**src/rtl/regfile_pkg.sv**
```systemverilog
// Shared constants and strobe classification type for the one-hot-written register file.
package regfile_pkg;

  localparam int NREGS  = 32;
  localparam int ADDR_W = 5;
  localparam int DATA_W = 32;
  localparam int CNT_W  = 8;

  typedef enum logic [1:0] {
    SEL_ZERO  = 2'd0,
    SEL_ONE   = 2'd1,
    SEL_MULTI = 2'd2
  } sel_class_t;

endpackage

```
**src/rtl/regfile_onehot_check.sv**
```systemverilog
// Classifies a decoder strobe as zero-, one- or multi-hot and encodes its index.
module onehot_check #(
  parameter int NREGS  = regfile_pkg::NREGS,
  parameter int ADDR_W = regfile_pkg::ADDR_W
) (
  input  logic [NREGS-1:0]       sel_i,
  output regfile_pkg::sel_class_t cls_o,
  output logic [ADDR_W-1:0]      idx_o
);

  import regfile_pkg::*;

  logic seen;
  logic multi;

  // NOTE: combinational logic uses blocking '=' with every output defaulted first,
  // so the loop can build up state in order and no latch is inferred.
  always_comb begin
    seen  = 1'b0;
    multi = 1'b0;
    idx_o = '0;
    for (int i = 0; i < NREGS; i++) begin
      if (sel_i[i]) begin
        if (seen) multi = 1'b1;
        seen  = 1'b1;
        idx_o = ADDR_W'(i);
      end
    end
    if (multi)     cls_o = SEL_MULTI;
    else if (seen) cls_o = SEL_ONE;
    else           cls_o = SEL_ZERO;
  end

endmodule

```
**src/rtl/regfile_onehot_wr.sv**
```systemverilog
// Register file written by a one-hot decoder strobe, with two registered,
// write-first read ports, a sticky multi-hot error flag and a commit counter.
module regfile_onehot_wr #(
  parameter int NREGS    = regfile_pkg::NREGS,
  parameter int ADDR_W   = regfile_pkg::ADDR_W,
  parameter int DATA_W   = regfile_pkg::DATA_W,
  parameter bit ZERO_REG = 1'b1
) (
  input  logic              clk,
  input  logic              rst_n,
  input  logic [NREGS-1:0]  wr_sel,
  input  logic [DATA_W-1:0] wr_data,
  input  logic              rd_en,
  input  logic [ADDR_W-1:0] rd_addr_a,
  input  logic [ADDR_W-1:0] rd_addr_b,
  output logic [DATA_W-1:0] rd_data_a,
  output logic [DATA_W-1:0] rd_data_b,
  output logic              rd_valid,
  output logic              sel_err,
  input  logic              err_clr,
  output logic [7:0]        wr_count
);

  import regfile_pkg::*;

  if ((2 ** ADDR_W) != NREGS) begin : g_bad_params
    $error("regfile_onehot_wr: 2**ADDR_W must equal NREGS");
  end

  sel_class_t        sel_cls;
  logic [ADDR_W-1:0] wr_idx;
  logic              wr_commit;

  logic [DATA_W-1:0] regs_q [NREGS];
  logic [DATA_W-1:0] rd_data_a_q, rd_data_a_d;
  logic [DATA_W-1:0] rd_data_b_q, rd_data_b_d;
  logic              rd_valid_q;
  logic              sel_err_q, sel_err_d;
  logic [7:0]        wr_count_q, wr_count_d;

  onehot_check #(
    .NREGS  (NREGS),
    .ADDR_W (ADDR_W)
  ) u_onehot_check (
    .sel_i (wr_sel),
    .cls_o (sel_cls),
    .idx_o (wr_idx)
  );

  // A write to the hardwired zero register is silently dropped, not an error.
  assign wr_commit = (sel_cls == SEL_ONE) && !(ZERO_REG && (wr_idx == '0));

  function automatic logic [DATA_W-1:0] read_port(input logic [ADDR_W-1:0] addr);
    if (ZERO_REG && (addr == '0))          return '0;
    else if (wr_commit && (wr_idx == addr)) return wr_data;
    else                                    return regs_q[addr];
  endfunction

  always_comb begin
    rd_data_a_d = rd_data_a_q;
    rd_data_b_d = rd_data_b_q;
    if (rd_en) begin
      rd_data_a_d = read_port(rd_addr_a);
      rd_data_b_d = read_port(rd_addr_b);
    end
  end

  // Set has priority over clear so a multi-hot strobe is never lost.
  always_comb begin
    sel_err_d = sel_err_q;
    if (sel_cls == SEL_MULTI) sel_err_d = 1'b1;
    else if (err_clr)         sel_err_d = 1'b0;
  end

  assign wr_count_d = wr_count_q + 8'(wr_commit);

  // NOTE: the storage array is reset along with the control state because
  // reads after reset must return zero; this costs a reset net per flop.
  always_ff @(posedge clk or negedge rst_n) begin
    if (!rst_n) begin
      for (int i = 0; i < NREGS; i++) regs_q[i] <= '0;
    end else if (wr_commit) begin
      regs_q[wr_idx] <= wr_data;
    end
  end

  // NOTE: sequential state uses non-blocking '<=' so every flop samples the
  // pre-edge values regardless of statement order.
  always_ff @(posedge clk or negedge rst_n) begin
    if (!rst_n) begin
      rd_data_a_q <= '0;
      rd_data_b_q <= '0;
      rd_valid_q  <= 1'b0;
      sel_err_q   <= 1'b0;
      wr_count_q  <= '0;
    end else begin
      rd_data_a_q <= rd_data_a_d;
      rd_data_b_q <= rd_data_b_d;
      rd_valid_q  <= rd_en;
      sel_err_q   <= sel_err_d;
      wr_count_q  <= wr_count_d;
    end
  end

  assign rd_data_a = rd_data_a_q;
  assign rd_data_b = rd_data_b_q;
  assign rd_valid  = rd_valid_q;
  assign sel_err   = sel_err_q;
  assign wr_count  = wr_count_q;

endmodule
```
**config.mk**
```make
export PLATFORM = sky130hd
export DESIGN_NAME = regfile_onehot_wr
export DESIGN_NICKNAME = d
export VERILOG_FILES = /design/src/rtl/regfile_pkg.sv /design/src/rtl/regfile_onehot_check.sv /design/src/rtl/regfile_onehot_wr.sv
export SDC_FILE = /design/constraint.sdc
export NUM_CORES = 2
export LEC_CHECK = 0
export BUFFER_PORTS_ARGS = -buffer_cell sky130_fd_sc_hd__buf_2
export CAP_MARGIN = 20
export CORE_MARGIN = 3
export CORE_UTILIZATION = 36
export DETAILED_ROUTE_END_ITERATION = 6
export PLACE_DENSITY_LB_ADDON = 0.1
export SETUP_SLACK_MARGIN = 0.5
export SYNTH_ARGS = -nofsm -noshare
export SYNTH_HDL_FRONTEND = slang
export SYNTH_SLANG_ARGS = --single-unit
```
**constraint.sdc**
```tcl
create_clock -name clk -period 3.73 [get_ports clk]
set_clock_uncertainty 0.15 [all_clocks]
set_input_delay 0.373 -clock clk [delete_from_list [all_inputs] [get_ports clk]]
set_output_delay 0.373 -clock clk [all_outputs]
set_load 0.05 [all_outputs]
```
=== Word level (Yosys, flattened, before mapping) ===
Cells that the tools add are included.

* Logic and storage cells: 200
* ROM bits: 0
* Bits in writable memories: 0
* Register bits after elaboration: 1,098
* Memories: 0
* Output and inout bits: 74
* Latch bits: 0
* Input port bits: 78

* Div/mod/pow operators: 0
* Multiply operators: 0
* Shifts and indexed selects: 0
* Reduce and logical (&&, ||, !) cells: 9
* Add/subtract/negate cells: 1
* Multiplexer cells: 142
* Eq/ne operators: 4
* Order comparisons: 4
* Bitwise operators: 3

{| class="wikitable"
|+ Operators by type and width
! operator !! number
|-
| $bwmux 1024 || 1
|-
| $bmux 32 s5 || 2
|-
| $mux 32 || 9
|-
| $demux 32 s5 || 1
|-
| $mux 1 || 98
|-
| $mux 5 || 16
|-
| $mux 4 || 8
|-
| $ge 6x6->1 const B || 3
|-
| $not 5->6 || 3
|-
| $logic_not 5->1 || 3
|-
| $mux 3 || 4
|-
| $eq 5x5->1 || 2
|-
| $add 8x1->8 || 1
|-
| $lt 6x1->1 const B || 1
|-
| $mux 2 || 3
|-
| $logic_and 1x1->1 || 4
|-
| $eq 2x1->1 const B || 1
|-
| $eq 2x2->1 const B || 1
|-
| $reduce_bool 2->1 || 1
|-
| $logic_not 1->1 || 1
|}

=== Logic depth before layout (Yosys ltp) ===
* Word-level depth: 69
* Mapped depth: 15
* Gate-level depth less buffers: 12

=== By module ===
From an unflattened synthesis, not the netlist that was laid out.

* Cell total of the unflattened synthesis: 3,819
* Area total of the unflattened synthesis: 58,494.9 µm²

{| class="wikitable"
|+ Modules (own cells, without submodules)
! module !! sequential area each (µm²) !! cells an instance !! instances !! area an instance (µm²)
|-
| regfile_onehot_wr || 27,476.4 || 3,717 || 1 || 57,843.0
|-
| onehot_check || 0.0 || 102 || 1 || 651.9
|}

=== Worst setup path after synthesis ===
OpenSTA, ideal clock, no wires.

* Kind: input-to-reg
* Start point: input port wr_sel[6]
* End point: register wr_count_q[6], in the netlist wr_count[6]
* Cell stages on the path: 15
* Path slack: -0.560 ns
* Setup time: 0.141 ns
* Data required time: 3.439 ns
* Buffers on the path: 3
* Arrival: 3.998 ns
* Path through: clkbuf_1 > or4_1 > nor2_1 > nand2_1 > a2111oi_0 > nand4_1 > nor4b_4 > clkbuf_1 > clkbuf_1 > o311a_1 > ha_1 > ha_1 > and3_1 > nand3_1 > xnor2_1

* Longest elaborated chain between the ends: 55
* Elaborated cells on any way between the ends: 110
* Classes of those cells: add/sub: 1; eq/ne: 1; mux: 105; reduce/logical: 3

{| class="wikitable"
|+ RTL lines
! element !! line !! RTL
|-
| from (decl) || regfile_onehot_wr.sv:11 || <nowiki>input logic [NREGS-1:0] wr_sel,</nowiki>
|-
| $mux 1 || regfile_onehot_check.sv:23 || <nowiki>if (sel_i[i]) begin</nowiki>
|-
| $mux 1 || regfile_onehot_check.sv:24 || <nowiki>if (seen) multi = 1'b1;</nowiki>
|-
| $mux 1 || regfile_onehot_check.sv:23 ||
|-
| $mux 1 || regfile_onehot_check.sv:24 ||
|-
| $mux 1 || regfile_onehot_check.sv:23 ||
|-
| $mux 1 || regfile_onehot_check.sv:24 ||
|-
| $mux 1 || regfile_onehot_check.sv:23 ||
|-
| $mux 1 || regfile_onehot_check.sv:24 ||
|-
| [40 not listed] || -- ||
|-
| $mux 1 || regfile_onehot_check.sv:23 ||
|-
| $mux 1 || regfile_onehot_check.sv:24 ||
|-
| $mux 1 || regfile_onehot_check.sv:23 ||
|-
| $mux 2 || regfile_onehot_check.sv:29 || <nowiki>if (multi) cls_o = SEL_MULTI;</nowiki>
|-
| $eq 2x1->1 || regfile_onehot_wr.sv:51 || <nowiki>assign wr_commit = (sel_cls == SEL_ONE) && !(ZERO_REG && (wr_idx == '0));</nowiki>
|-
| $logic_and 1x1->1 * || regfile_onehot_wr.sv:51 ||
|-
| $add 8x1->8 * || regfile_onehot_wr.sv:75 || <nowiki>assign wr_count_d = wr_count_q + 8'(wr_commit);</nowiki>
|-
| named net wr_count_d[6] || regfile_onehot_wr.sv:39 || <nowiki>logic [7:0] wr_count_q, wr_count_d;</nowiki>
|-
| to (signal assigned) || regfile_onehot_wr.sv:101 || <nowiki>wr_count_q <= wr_count_d;</nowiki>
|-
| to (decl) || regfile_onehot_wr.sv:39 ||
|}

The timed path passes the listed nets; every way through them passes the cells marked *.
A chain may end at the register's enable or synchronous reset.

=== Worst setup path after layout ===
* Start point: input port wr_sel[19]
* End point: register regs_q[235] (netlist name)

* Longest elaborated chain between the ends: 28
* Elaborated cells on any way between the ends: 64
* Classes of those cells: order compare: 2; eq/ne: 1; mux: 56; bitwise: 1; reduce/logical: 4

{| class="wikitable"
|+ RTL lines
! element !! line !! RTL
|-
| $mux 1 || regfile_onehot_check.sv:23 ||
|-
| $mux 1 || regfile_onehot_check.sv:24 ||
|-
| $mux 1 || regfile_onehot_check.sv:23 ||
|-
| $mux 1 || regfile_onehot_check.sv:24 ||
|-
| $mux 1 || regfile_onehot_check.sv:23 ||
|-
| $mux 1 || regfile_onehot_check.sv:24 ||
|-
| $mux 1 || regfile_onehot_check.sv:23 ||
|-
| $mux 1 || regfile_onehot_check.sv:24 ||
|-
| [12 not listed] || -- ||
|-
| $mux 1 || regfile_onehot_check.sv:23 ||
|-
| $mux 1 || regfile_onehot_check.sv:24 ||
|-
| $mux 1 || regfile_onehot_check.sv:23 ||
|-
| $mux 1 || regfile_onehot_check.sv:24 ||
|-
| $mux 1 || regfile_onehot_check.sv:23 ||
|-
| $mux 2 || regfile_onehot_check.sv:29 ||
|-
| $eq 2x1->1 || regfile_onehot_wr.sv:51 ||
|-
| $logic_and 1x1->1 || regfile_onehot_wr.sv:51 ||
|-
| to (signal, indexed assignment) || regfile_onehot_wr.sv:83 || <nowiki>regs_q[wr_idx] <= wr_data;</nowiki>
|-
| to (decl) || regfile_onehot_wr.sv:34 || <nowiki>logic [DATA_W-1:0] regs_q [NREGS];</nowiki>
|}

Parallel ways exist; a longest one is shown, timed or not.

==> impl_metrics.env <==
export IMPL_h_tree_depth=4
export IMPL_syn_num_nets=3798
export IMPL_dr_pass1_iters=5
export IMPL_ys_seq_area_share_pct=46.75
export IMPL_clock_sinks=1098
export IMPL_port_buffers=151
export IMPL_chipWidth_microns=410.1
export IMPL_timing_final_crit_period_ns=3.033
export IMPL_cts_root_buffer="clkbuf_16"
export IMPL_crit_family="simple AND/OR/NAND/NOR gates"
export IMPL_slew_violations=0
export IMPL_hold_violations=0
export IMPL_r2r_end="rd_data_a[17]$_DFFE_PN0P_"
export IMPL_cts_buffers=130
export IMPL_grt_usage_pct=23.38
export IMPL_fill_cells=14710
export IMPL_yosys_area_top_type_share_pct=46.75
export IMPL_die_y_microns=410.1
export IMPL_path_cells="buf_2 > or4_1 > buf_4 > nor4_1 > and2_1 > nand2_1 > nand2b_1 > nand4b_1 > buf_12 > mux2_2"
export IMPL_rr_worst_depth=5
export IMPL_nets=3897
export IMPL_synth_area_sq_um=58780
export IMPL_final_area_sq_um=68230
export IMPL_grt_pass1_wl_mm=286.4
export IMPL_yosysUniqueCellTypes=56
export IMPL_grt_setup_unrepaired="no"
export IMPL_synth_compound_area_share_pct=2.337
export IMPL_synthSimpleGateAreaFrac_pct=2.459
export IMPL_drive_gt1_share_pct=58.50
export IMPL_routed_wl_mm=195.4
export IMPL_max_stage_delay_ns=0.61
export IMPL_muxShareOfSynthArea_pct=44.75
export IMPL_coreArea_sq_um=161300
export IMPL_synth_top_family_by_area="multiplexers"
export IMPL_critical_path_slowest_cell="or4_1"
export IMPL_worst_setup_path_type="input port to register"
export IMPL_cts_tree="yes"
export IMPL_synth_fa_ha_area_share_pct=0.05960
export IMPL_drc=0
export IMPL_hp_class="input port to asynchronous set/reset pin"
export IMPL_postLayoutCoreUtil_pct=42.30
export IMPL_synth_largest_area_cell="dfrtp_1"
export IMPL_worstPathArrival_ns=3.50
export IMPL_r2r_slack_ns=1.09
export IMPL_dpl_cell_area_sq_um=63870
export IMPL_vias=36210
export IMPL_critical_path_buf_inv_count=3
export IMPL_synth_enable_flop_cells=0
export IMPL_postCtsSetupBuffers=0
export IMPL_row_count=147
export IMPL_fmax_ghz=0.3297
export IMPL_grt_ovfl_total=0
export IMPL_io_pins=152
export IMPL_async_flop_share_pct=100.0
export IMPL_worstMarginPinSlew_ns=0.9076
export IMPL_rr_startpoint="regs_q[273]$_DFFE_PN0P_"
export IMPL_hpwl_mm=119.6
export IMPL_drt_iter0_drc=2400
export IMPL_area_growth_syn_to_layout_pct=16.09
export IMPL_path_max_fanout=27
export IMPL_grt_pass1_vias=38020
export IMPL_leakage_nw=31.39
export IMPL_clock_path_buffers=3
export IMPL_max_cap_violations=0
export IMPL_power_mw=26.60
export IMPL_required_ns=4.20
export IMPL_stdcell_count=6075
export IMPL_place_gp_congestion=0.7851
export IMPL_dp_cells=5842
export IMPL_clk_latency_ns=0.76
export IMPL_ys_warn_count=0
export IMPL_setup_viol=0
export IMPL_synth_xor_area_share_pct=0.1788
export IMPL_die_area_sq_um=168200
export IMPL_ys_ff_latch=1098
export IMPL_wl_per_cell_microns=32.17
export IMPL_antenna_found_initial=8
export IMPL_period_share_pct=81.32
export IMPL_vias_per_cell=5.960
export IMPL_start_util_pct=36.44
export IMPL_power_per_cell_area_nw_per_um2=389.8
export IMPL_crit_path_start_kind="input port"
export IMPL_irDropWorstVdd_mv=0.4259
export IMPL_antenna_left=0
export IMPL_synth_ff_type="dfrtp_1"
export IMPL_critPathCaptureType="register"
export IMPL_path_clk_slew_ns=0.05
export IMPL_maxSlewHeadroom_pct=39.49
export IMPL_grt_max_degree=107
export IMPL_synth_cells=3718
export IMPL_syn_avg_cell_area_sq_um=15.81
export IMPL_synth_area_leaders="dfrtp_1, mux4_2, mux2_2"
export IMPL_status="finished clean"
## final cells by class
| cell class | instances | area [sq um] | area share [%] |
|---|---|---|---|
| antenna | 2 | 5.005 | 0.007335 |
| inverter | 70 | 262.8 | 0.3851 |
| tap | 2160 | 2703 | 3.961 |
| multi-input combinational | 2105 | 29560 | 43.32 |
| clock inverter | 32 | 397.9 | 0.5831 |
| timing repair buffer | 412 | 3899 | 5.714 |
| sequential | 1098 | 27480 | 40.27 |
| clock buffer | 196 | 3930 | 5.760 |
## worst max-delay path by stage
stage	to	cells past startpoint	start	slack, ns
after floorplan	wr_count[6]$_DFF_PN0_	15	wr_sel[6]	-0.02
after global placement	regs_q[260]$_DFFE_PN0P_	12	wr_sel[3]	-0.19
after detailed placement	regs_q[259]$_DFFE_PN0P_	12	wr_sel[3]	-0.15
after CTS	regs_q[287]$_DFFE_PN0P_	12	wr_sel[3]	0.63
after global routing	regs_q[282]$_DFFE_PN0P_	13	wr_sel[3]	0.56
final	regs_q[235]$_DFFE_PN0P_	10	wr_sel[19]	0.70
## repair_timing
action,CTS,global route
hold endpoints to repair,79,0
hold buffers,3,0
endpoints found under the setup margin,0,111
gates resized for setup,0,1
## layout by cell type, fill, tap and decap left out, types with 6 or more instances in the layout
cell type	count
nand3_4	11
a21oi_1	8
clkbuf_16	137
nor3_1	17
buf_12	88
nor2_1	30
buf_4	175
a31oi_1	65
clkbuf_1	31
nand4_1	16
clkbuf_8	28
mux2_1	45
inv_1	70
clkinv_2	16
and4b_1	64
xnor2_1	8
buf_2	139
nand4b_1	7
dfrtp_1	1098
mux4_2	640
nand2_1	11
nand3_1	9
or4_1	8
nor4_1	13
bufinv_16	6
o21ai_0	6
mux2_2	1011
o32ai_1	64
## synth_stat cells (all sizes together) (3+ instances only)
cell type  instances
clkbuf           300
o31ai              4
nand2b             3
dfrtp           1098
nor4              13
or4               10
xnor2              8
buf              145
o31a               3
mux2            1056
mux4             640
o21ai              8
nor2b              3
nand3             21
nand4             16
a211oi             6
inv               70
nand2             13
o32ai             64
a21oi              8
nand4b             7
or3                3
nor3              17
and4b             64
nor2              32
xor2               4
o21a               4
a2111oi            3
a31oi             65
## layer usage
metal | track usage (%) | share of wire (%) | up-vias
li1 | - | - | 14890
met1 | 33.94 | 47 | 20230
met2 | 37.30 | 47 | 822
met3 | 3.037 | 3.7 | 262
met4 | 5.788 | 2.4 | 0
met5 | 0 | 0 | -
## logic make-up (layout without fill, tap and decap cells)
group / after synthesis / after routing
adder cells (fa/ha/maj): 3 / 3
buffers and inverters: 515 / 710
other: 0 / 2
multiplexers: 1696 / 1696
XOR/XNOR: 12 / 12
flip-flops: 1098 / 1098
AO/OA/AOI/OAI: 184 / 184
AND/OR/NAND/NOR: 210 / 210
## through the flow
step	setup WS (ns)	hold WS [ns]	TNS, ns
floorplan	-0.02154	-0.07259	-0.02154
global placement	-0.1851	0.2275	-80.87
detailed placement	-0.1471	0.2327	-50.71
CTS	0.6318	0.09515	0
global route	0.5621	0.1193	0
finish	0.6966	0.1159	0
## state kept, by name, summed over array words and instances (netlist names)
signal	count
wr_count	8
rd_data_a	32
regs_q	1024
rd_valid	1
rd_data_b	32
sel_err	1
## where the power goes
group	internal, mW	switching (mW)
Clock	7.71	5.30
Combinational	0.529	1.15
Sequential	11.9	0.000110
Total	20.1	6.45
Power figures use the tool's default switching activity.
